[src/rtl/dram_arb_pkg.sv]
// Shared definitions for the two-port data RAM arbiter: FSM state
// encoding, requester port IDs and default bus widths.
package dram_arb_pkg;

    localparam int AW_DEF = 16;
    localparam int DW_DEF = 16;

    typedef enum logic [1:0] {
        IDLE   = 2'd0,
        ACCESS = 2'd1,
        RESP   = 2'd2
    } arb_state_t;

    localparam logic PORT_CPU = 1'b0;
    localparam logic PORT_DBG = 1'b1;

endpackage

[src/rtl/rr_arb2.sv]
// Combinational two-way round-robin picker. A lone request always wins;
// on a tie the port that did not own the previous transaction wins.
module rr_arb2
    import dram_arb_pkg::*;
(
    input  logic req0,
    input  logic req1,
    input  logic last,
    output logic grant_valid,
    output logic grant_id
);

    // Pick a winner from the current requests and the last owner.
    always_comb begin
        grant_valid = req0 | req1;
        grant_id    = PORT_CPU;
        if (req0 && req1) begin
            grant_id = (last == PORT_CPU) ? PORT_DBG : PORT_CPU;
        end else if (req1) begin
            grant_id = PORT_DBG;
        end
    end

endmodule

[src/rtl/dram_arbiter.sv]
// Shares the single data RAM port between the CPU (port 0) and the
// debug/loader engine (port 1). Every access is a fixed IDLE -> ACCESS ->
// RESP sequence; ties are broken round-robin.
//
// Handshake: a requester raises reqN with weN/addrN/wdataN and holds all of
// them stable until ackN. ackN is a single-cycle pulse in RESP; rdataN is
// valid only while ackN is high and reads as 0 otherwise. In the cycle after
// ackN the requester either drops reqN or presents its next transaction;
// a req still high in IDLE is taken as a new transaction.
module dram_arbiter
    import dram_arb_pkg::*;
#(
    parameter int AW = AW_DEF,
    parameter int DW = DW_DEF
) (
    input  logic          clock,
    input  logic          reset,
    input  logic          req0,
    input  logic          req1,
    input  logic          we0,
    input  logic          we1,
    input  logic [AW-1:0] addr0,
    input  logic [AW-1:0] addr1,
    input  logic [DW-1:0] wdata0,
    input  logic [DW-1:0] wdata1,
    output logic          ack0,
    output logic          ack1,
    output logic [DW-1:0] rdata0,
    output logic [DW-1:0] rdata1,
    output logic [AW-1:0] ram_addr,
    output logic [DW-1:0] ram_data,
    output logic          ram_we,
    input  logic [DW-1:0] ram_q,
    output logic          busy,
    output logic          owner,
    output arb_state_t    dbg_state
);

    arb_state_t    state;
    logic          last;
    logic          ack_q;
    logic [AW-1:0] addr_q;
    logic [DW-1:0] wdata_q;
    logic          grant_valid;
    logic          grant_id;

    rr_arb2 u_rr_arb2 (
        .req0        (req0),
        .req1        (req1),
        .last        (last),
        .grant_valid (grant_valid),
        .grant_id    (grant_id)
    );

    // Transaction sequencer: requester inputs are sampled only in IDLE, and
    // ram_we is a registered pulse that exists only in ACCESS so reset
    // removes it immediately.
    always_ff @(posedge clock or negedge reset) begin
        if (!reset) begin
            state   <= IDLE;
            last    <= PORT_DBG;
            owner   <= PORT_CPU;
            addr_q  <= '0;
            wdata_q <= '0;
            ram_we  <= 1'b0;
            ack_q   <= 1'b0;
        end else begin
            case (state)
                IDLE: begin
                    ack_q  <= 1'b0;
                    ram_we <= 1'b0;
                    if (grant_valid) begin
                        owner   <= grant_id;
                        addr_q  <= (grant_id == PORT_DBG) ? addr1  : addr0;
                        wdata_q <= (grant_id == PORT_DBG) ? wdata1 : wdata0;
                        ram_we  <= (grant_id == PORT_DBG) ? we1    : we0;
                        state   <= ACCESS;
                    end
                end
                ACCESS: begin
                    ram_we <= 1'b0;
                    ack_q  <= 1'b1;
                    state  <= RESP;
                end
                RESP: begin
                    ack_q <= 1'b0;
                    last  <= owner;
                    state <= IDLE;
                end
                default: begin
                    ram_we <= 1'b0;
                    ack_q  <= 1'b0;
                    state  <= IDLE;
                end
            endcase
        end
    end

    // The RAM output is unregistered, so read data is steered straight from
    // ram_q to the owning port during its ack cycle and forced to 0 elsewhere.
    always_comb begin
        ack0   = ack_q && (owner == PORT_CPU);
        ack1   = ack_q && (owner == PORT_DBG);
        rdata0 = ack0 ? ram_q : '0;
        rdata1 = ack1 ? ram_q : '0;
    end

    assign ram_addr  = addr_q;
    assign ram_data  = wdata_q;
    assign busy      = (state != IDLE);
    assign dbg_state = state;

endmodule

[config.mk]
export PLATFORM = sky130hd
export DESIGN_NAME = dram_arbiter
export DESIGN_NICKNAME = d
export VERILOG_FILES = /design/src/rtl/dram_arb_pkg.sv /design/src/rtl/rr_arb2.sv /design/src/rtl/dram_arbiter.sv
export SDC_FILE = /design/constraint.sdc
export NUM_CORES = 1
export LEC_CHECK = 0
export CAP_MARGIN = 20
export CORE_MARGIN = 2
export CORE_UTILIZATION = 38
export CTS_BUF_LIST = sky130_fd_sc_hd__clkbuf_8
export DETAILED_ROUTE_END_ITERATION = 16
export GPL_TIMING_DRIVEN = 1
export PLACE_DENSITY = 0.9
export SLEW_MARGIN = 20
export SYNTH_ARGS = -nofsm -noshare
export SYNTH_HDL_FRONTEND = slang
export SYNTH_HIERARCHICAL = 1
export SYNTH_SLANG_ARGS = --single-unit
[constraint.sdc]
create_clock -name clock -period 3.1 [get_ports clock]
set_input_delay 0.775 -clock clock [delete_from_list [all_inputs] [get_ports clock]]
set_output_delay 0.775 -clock clock [all_outputs]
set_load 0.02 [all_outputs]
Word level (Yosys, flattened, before mapping)

Cells that the tools add are included.

Bits of input ports: 86
Logic and storage cells: 31
Output and inout bits: 71
Flip-flop bits (word level): 38

Mux-type cells: 13
Reduce and logical (&&, ||, !) cells: 6
Equality and inequality tests: 3
Bitwise logic cells: 2

Operator list:

| operator           | count |
|---|---|
| $mux 16            | 4 |
| $mux 1             | 6 |
| $pmux 2 s2         | 1 |
| $logic_and 1x1->1  | 3 |
| $eq 2x1->1 const B | 1 |
| $eq 2x2->1 const B | 1 |
| $logic_not 2->1    | 1 |
| $mux 2             | 1 |
| $ne 2x2->1 const B | 1 |
| $pmux 1 s2         | 1 |
| $reduce_and 2->1   | 1 |
| $reduce_bool 2->1  | 1 |
| $not 1->1          | 1 |
| $or 1x1->1         | 1 |

Depth between registers and ports, before layout

Gate-level depths: netlist of the first run.

Depth in word-level cells: 5
Depth in mapped cells: 5
Gate-level depth less buffers: 3

By module

Netlist of the first run, hierarchy kept.

By module, submodules not included:

| module       | seq. area each (um^2) | times used | cells each | area an instance (um^2) |
|---|---|---|---|---|
| dram_arbiter | 952.2                 | 1          | 157        | 2,068.2 |
| rr_arb2      | 0.0                   | 1          | 2          | 13.8 |

Worst setup path before layout of the first run

Ideal clock, no wire load.

Path type: reg2out
Start point: reg owner
End point: out rdata0[10]
Arrival: 1.223 ns
Data required time: 2.325 ns
Stages on the path, launching flop included: 4
Slack: 1.102 ns
Buffers on the path: 1
Cell sequence: dfrtp_1 nor2b_1 buf_2 and2_1

Word-level cells in the longest chain between the ends: 3

Ends and longest elaborated chain:

| item                   | line                | RTL |
|---|---|---|
| from (decl)            | dram_arbiter.sv:35  | `output logic owner,` |
| from (signal assigned) | dram_arbiter.sv:73  | `owner <= grant_id;` |
| $not 1->1              | dram_arbiter.sv:102 | `ack0 = ack_q && (owner == PORT_CPU);` |
| $logic_and 1x1->1      | dram_arbiter.sv:102 |  |
| named net ack0         | dram_arbiter.sv:26  | `output logic ack0,` |
| $mux 16                | dram_arbiter.sv:104 | `rdata0 = ack0 ? ram_q : '0;` |
| to (decl)              | dram_arbiter.sv:28  | `output logic [DW-1:0] rdata0,` |

The timed path passes the listed nets, and every way through them passes these cells.

Worst setup path in the final report of the first run

Start point: in ram_q[5]
End point: out rdata1[5]

Word-level cells in the longest chain between the ends: 1

Ends and longest elaborated chain:

| item        | line                | RTL |
|---|---|---|
| from (decl) | dram_arbiter.sv:33  | `input logic [DW-1:0] ram_q,` |
| $mux 16     | dram_arbiter.sv:105 | `rdata1 = ack1 ? ram_q : '0;` |
| to (decl)   | dram_arbiter.sv:29  | `output logic [DW-1:0] rdata1,` |

Every way passes these cells.

==> impl_metrics.ini, run 1 <==
[finish]
final_net_count = 404
finish.instance_area_um2 = 3792
fillers = 381
synthToLayoutAreaGrowth_pct = 82.15
drive_gt1_share_pct = 26.65
seq_area_um2 = 952.2
multiInputGateArea_um2 = 1049
antenna_cells = 0

[cts]
root_buffer = clkbuf_8
ctsHoldBuffers = 0
cts.sinks = 38
cts_tree = yes
htreeDepth = 2
clk_latency_ns = 0.29
cts_buffers = 5
post_cts_buffers = 0
clk_pin_slew_ns = 0.07
cts_resized = 0
cts_buffer_depth = 2

[route]
wl_um = 5853
ant_nets = 0
via_per_inst = 4.823
drc = 0
vias = 1876
wl_per_cell_um = 15.05
drtPass1Iterations = 3
drtIter0Drc = 40

[floorplanning]
die_y_um = 78.02
die_w_um = 78.02
start_util_pct = 40.00
core_area_um2 = 5205
row_count = 26
boundaryPins = 157
die_area_um2 = 6087

[critical_path]
slowest_stage = clkdlybuf4s50_1
critPathMaxStageDelay_ns = 0.60
cp_common_cell = clkdlybuf4s50_1
crit_path_start_kind = primary input
critical-path-top-delay-family = buffers and inverters
cp.buffers_inverters = 2
cp_max_fo = 2
endpoint_kind = primary output
cp.arrival_ns = 2.05
cp.required_ns = 2.32
path_class = in -> out
cp_cell_sequence = clkdlybuf4s50_1 -> and3_1 -> clkdlybuf4s50_1

[sta]
period_share_pct = 91.08
fmax_mhz = 354.2
fin_crit_ns = 2.823
fin_skew_ns = 0.006525
worst_pin_slew_ns = 0.8522
setup_tns_ns = 0
final-hold-violation-count = 0
slew_violations = 0
finalSetupViolCount = 0
slew_headroom_pct = 43.19
rsz0062_at_grt = false

[logic_synthesis]
yosysTopAreaCellShare_pct = 44.47
avgSynthCellArea_um2 = 13.09
synth_most_common_cell = mux2_2
netlist_area_um2 = 2082
ys_seq_elements = 38
synth.distinct_cells = 18
synth_nets = 245
yosys_warnings = 6
netlist.top_cell.by_area = dfrtp_1
synth-main-ff-cell = dfrtp_1
synth_area_leaders = dfrtp_1 44%, mux2_2 35%, and2_1 5.1%, and3_1 4.8%, buf_6 3.2%
netlist_top_cells_count = 65 x mux2_2, 37 x dfrtp_1, 17 x and2_1
ys_async_sr_fraction_pct = 100.0
synthCells = 159
synth_edf_count = 0
ys_seq_area_share_pct = 45.73

[hold_path]
holdCritPathClass = reg -> reg

[global_routing]
grt_start_max_net_pins = 39
grt_pass1_vias = 1911
grtUsageTotal_pct = 19.07
grt_pass1_wl_um = 9197
overflow = 0
antenna_found_initial = 0

[place]
port_buffers = 156
place_area_um2 = 3701
routabilityCongestion = 0.7200
hpwl_um = 4592

[power]
power_density_nw_per_um2 = 837.3
p_leak_nw = 1.567
irDropWorstVdd_uv = 563.6

[status]
outcome = complete, no violations

[job]
maxCapViolCount = 0
[power breakdown]
group	leakage (nW)	switching (W)	internal, W
clock	0.0524	0.000173	0.000176
combinational	1.07	0.000871	0.00106
sequential	0.447	0.000140	0.000754
total	1.57	0.00118	0.00199
[cells in the final DEF, fill, tap and decap left out]
master and instances:
clkbuf_8 6, o2bb2ai_1 1, buf_2 1, clkdlybuf4s50_1 155, and3_1 16, nor3b_4 1
mux2_1 1, buf_4 7, a21boi_4 1, mux2_2 65, dfstp_2 1, nor2b_1 3
mux2_4 1, or2_2 1, nand2b_1 1, clkinv_2 1, and2_1 17, dfrtp_1 37
inv_1 2, or2_1 1
[flip-flops by register name, indices dropped and copies added (netlist names)]
| signal | flops |
|---|---|
| ram_data | 16 |
| ram_addr | 16 |
| ack_q | 1 |
| ram_we | 1 |
| dbg_state | 2 |
| owner | 1 |
| last | 1 |
[cells by family (layout without fill, tap and decap cells)]
family / count (synthesis) / after routing / synth area share, %
AO/OA/AOI/OAI: 2 / 2 / 0.7815
buffers and inverters: 12 / 172 / 4.447
flip-flops: 38 / 38 / 45.73
multiplexers: 67 / 67 / 36.42
AND/OR/NAND/NOR: 40 / 40 / 12.62
[metal layers]
layer | wire length [um] | track usage (%) | share of wire [%] | vias to the layer above
met4 | 72 | 6.491 | 1.2 | 0
li1 | - | - | - | 882
met5 | 0 | 0 | 0 | -
met1 | 2141 | 18.99 | 37 | 890
met3 | 677 | 8.621 | 12 | 5
met2 | 2961 | 35.00 | 51 | 99
[through the flow]
step | hold WS (ns) | power (W) | cells | setup slack (ns) | util [%]
final | 0.5089 | 0.003176 | 389 | 0.2766 | 72.86
after global routing | 0.5193 | 0.003355 | 389 | 0.2191 | 72.86
after CTS | 0.5114 | 0.003215 | 389 | 0.2826 | 72.86
after detailed placement | 0.4945 | 0.002852 | 381 | 0.2875 | 71.11
after global placement | 0.4889 | 0.002814 | 381 | 0.2935 | 71.11
after floorplan | 0.4794 | 0.001956 | 159 | 1.102 | -
[worst paths after layout]
check	start	slack, ns	to	cells after the start
setup reg to reg	last	1.54	ram_data[2]	4
min in group asynchronous	reset	0.59	ram_data[11]	1
hold / removal	ram_data[10]	0.51	ram_data[10]	1
setup / recovery	ram_q[5]	0.28	rdata1[5]	3
hold reg to reg	ram_data[10]	0.51	ram_data[10]	1
max in group asynchronous	reset	1.98	dbg_state[0]	1
[layout make-up]
cell class | instances | share of cell area (%)
Inverter | 1 | 0.09898
Clock buffer | 6 | 2.177
Clock inverter | 2 | 0.2309
Tap cell | 70 | 2.309
Multi-Input combinational cell | 109 | 27.65
Timing Repair Buffer | 163 | 42.43
Sequential cell | 38 | 25.11
Note: power is estimated with default switching activity, not from simulation.
==> run 2, diff against run 1 <==
==> constraint.sdc (replaced) <==
create_clock -name clock -period 3.1 [get_ports clock]
set_input_delay 0.62 -clock clock [delete_from_list [all_inputs] [get_ports clock]]
set_output_delay 0.62 -clock clock [all_outputs]
set_load 0.02 [all_outputs]
==> impl_metrics.ini, run 2 (synthesized netlist as in run 1, its figures left out) <==
[status]
outcome = complete, no violations

[route]
drc = 0
ant_nets = 0
wl_um = 5804
drtIter0Drc = 38
drtPass1Iterations = 4
wl_per_cell_um = 15.00
via_per_inst = 4.770
vias = 1846

[power]
finalPower_w = 0.003125
p_leak_nw = 1.556
irDropWorstVdd_uv = 485.2
power_density_nw_per_um2 = 829.1

[cts]
ctsHoldBuffers = 0
cts_resized = 0
cts_buffer_depth = 2
post_cts_buffers = 0
htreeDepth = 2
root_buffer = clkbuf_8
cts_buffers = 5
cts_tree = yes
clk_latency_ns = 0.28
clk_pin_slew_ns = 0.07
cts.sinks = 38

[floorplanning]
row_count = 26
boundaryPins = 157
die_w_um = 78.02
die_y_um = 78.02
die_area_um2 = 6087
core_area_um2 = 5205
start_util_pct = 40.00

[place]
port_buffers = 156
hpwl_um = 4560
place_area_um2 = 3694
routabilityCongestion = 0.6892

[sta]
rsz0062_at_grt = false
period_share_pct = 84.71
slew_headroom_pct = 43.09
worst_pin_slew_ns = 0.8536
fin_skew_ns = 0.003019
finalSetupViolCount = 0
fin_crit_ns = 2.626
setup_tns_ns = 0
final-hold-violation-count = 0
fmax_mhz = 380.8
slew_violations = 0
holdWs_ns = 0.4448

[global_routing]
grt_start_max_net_pins = 39
overflow = 0
grt_pass1_vias = 1985
grt_pass1_wl_um = 9135
antenna_found_initial = 0
grtUsageTotal_pct = 18.96

[critical_path]
cp.required_ns = 2.48
cp.arrival_ns = 2.01
slowest_stage = clkdlybuf4s50_1
cp_max_fo = 18
crit_path_start_kind = register
endpoint_kind = primary output
cp.buffers_inverters = 2
cp_cell_sequence = nor2b_1 -> buf_4 -> and2_1 -> clkdlybuf4s50_1
critical-path-top-delay-family = buffers and inverters
path_class = reg -> out
critPathMaxStageDelay_ns = 0.60

[finish]
mostFrequentLayoutCells = 155 x clkdlybuf4s50_1, 65 x mux2_2, 37 x dfrtp_1
seq_area_um2 = 952.2
synthToLayoutAreaGrowth_pct = 81.07
antenna_cells = 0
drive_gt1_share_pct = 25.87
finish.instance_area_um2 = 3770
final_net_count = 403
final_core_util_pct = 72.43
multiInputGateArea_um2 = 1049
fillers = 390
layout_commonest_cell = clkdlybuf4s50_1

[hold_path]
holdCritPathClass = in -> async

[job]
maxCapViolCount = 0
run 2: changes by cell type in the layout (fill, tap and decap cells not counted):
cell | before | now
buf_4 | 7 | 6
clkbuf_8 | 6 | 5
clkinv_2 | 1 | 0
inv_1 | 2 | 3
run 2: worst reg2reg max path: stages, from the launching register on:
cell and delay [ns]:
dfstp_2 0.39, a21boi_4 0.15, buf_4 0.28, mux2_2 0.38, mux2_2 0.26
run 2: path summary, 6_finish.rpt:
check | start | to | slack [ns] | cells past startpoint
hold reg to reg | ram_data[10] | ram_data[10] | 0.51 | 1
setup / recovery | ack_q | rdata0[1] | 0.47 | 4
setup reg to reg | last | ram_data[9] | 1.54 | 4
max in group asynchronous | reset | ram_addr[7] | 2.12 | 1
min in group clock | ram_data[10] | ram_data[10] | 0.51 | 1
hold / removal | reset | ram_data[10] | 0.44 | 1
run 2: where the power goes:
part | switching (W) | leakage, nW | internal [W] | total, W
registers | 0.000159 | 0.447 | 0.000754 | 0.000913
logic | 0.000850 | 1.06 | 0.00105 | 0.00191
clock network | 0.000159 | 0.0466 | 0.000148 | 0.000308
run 2: layout make-up:
cell class | count | area share (%)
timing repair buffer | 162 | 42.48
multi-input combinational | 109 | 27.81
sequential | 38 | 25.26
tap | 70 | 2.323
clock buffer | 5 | 1.825
clock inverter | 2 | 0.1991
inverter | 1 | 0.09957
run 2: layer usage:
metal  share of wire [%]  up-vias  wire length (um)  GRT usage, %
met5                   0        -                 0             0
li1                    -      878                 -             -
met2                  50      105              2926         34.40
met1                  37      855              2128         19.18
met4                 1.7        0               101         6.140
met3                  11        8               647         8.851
run 2: stage by stage:
step	std cells	setup slack, ns
after floorplan	159	1.257
final	387	0.4741
after CTS	387	0.4604
after global routing	387	0.3315
after global placement	380	0.6025
after detailed placement	380	0.5871
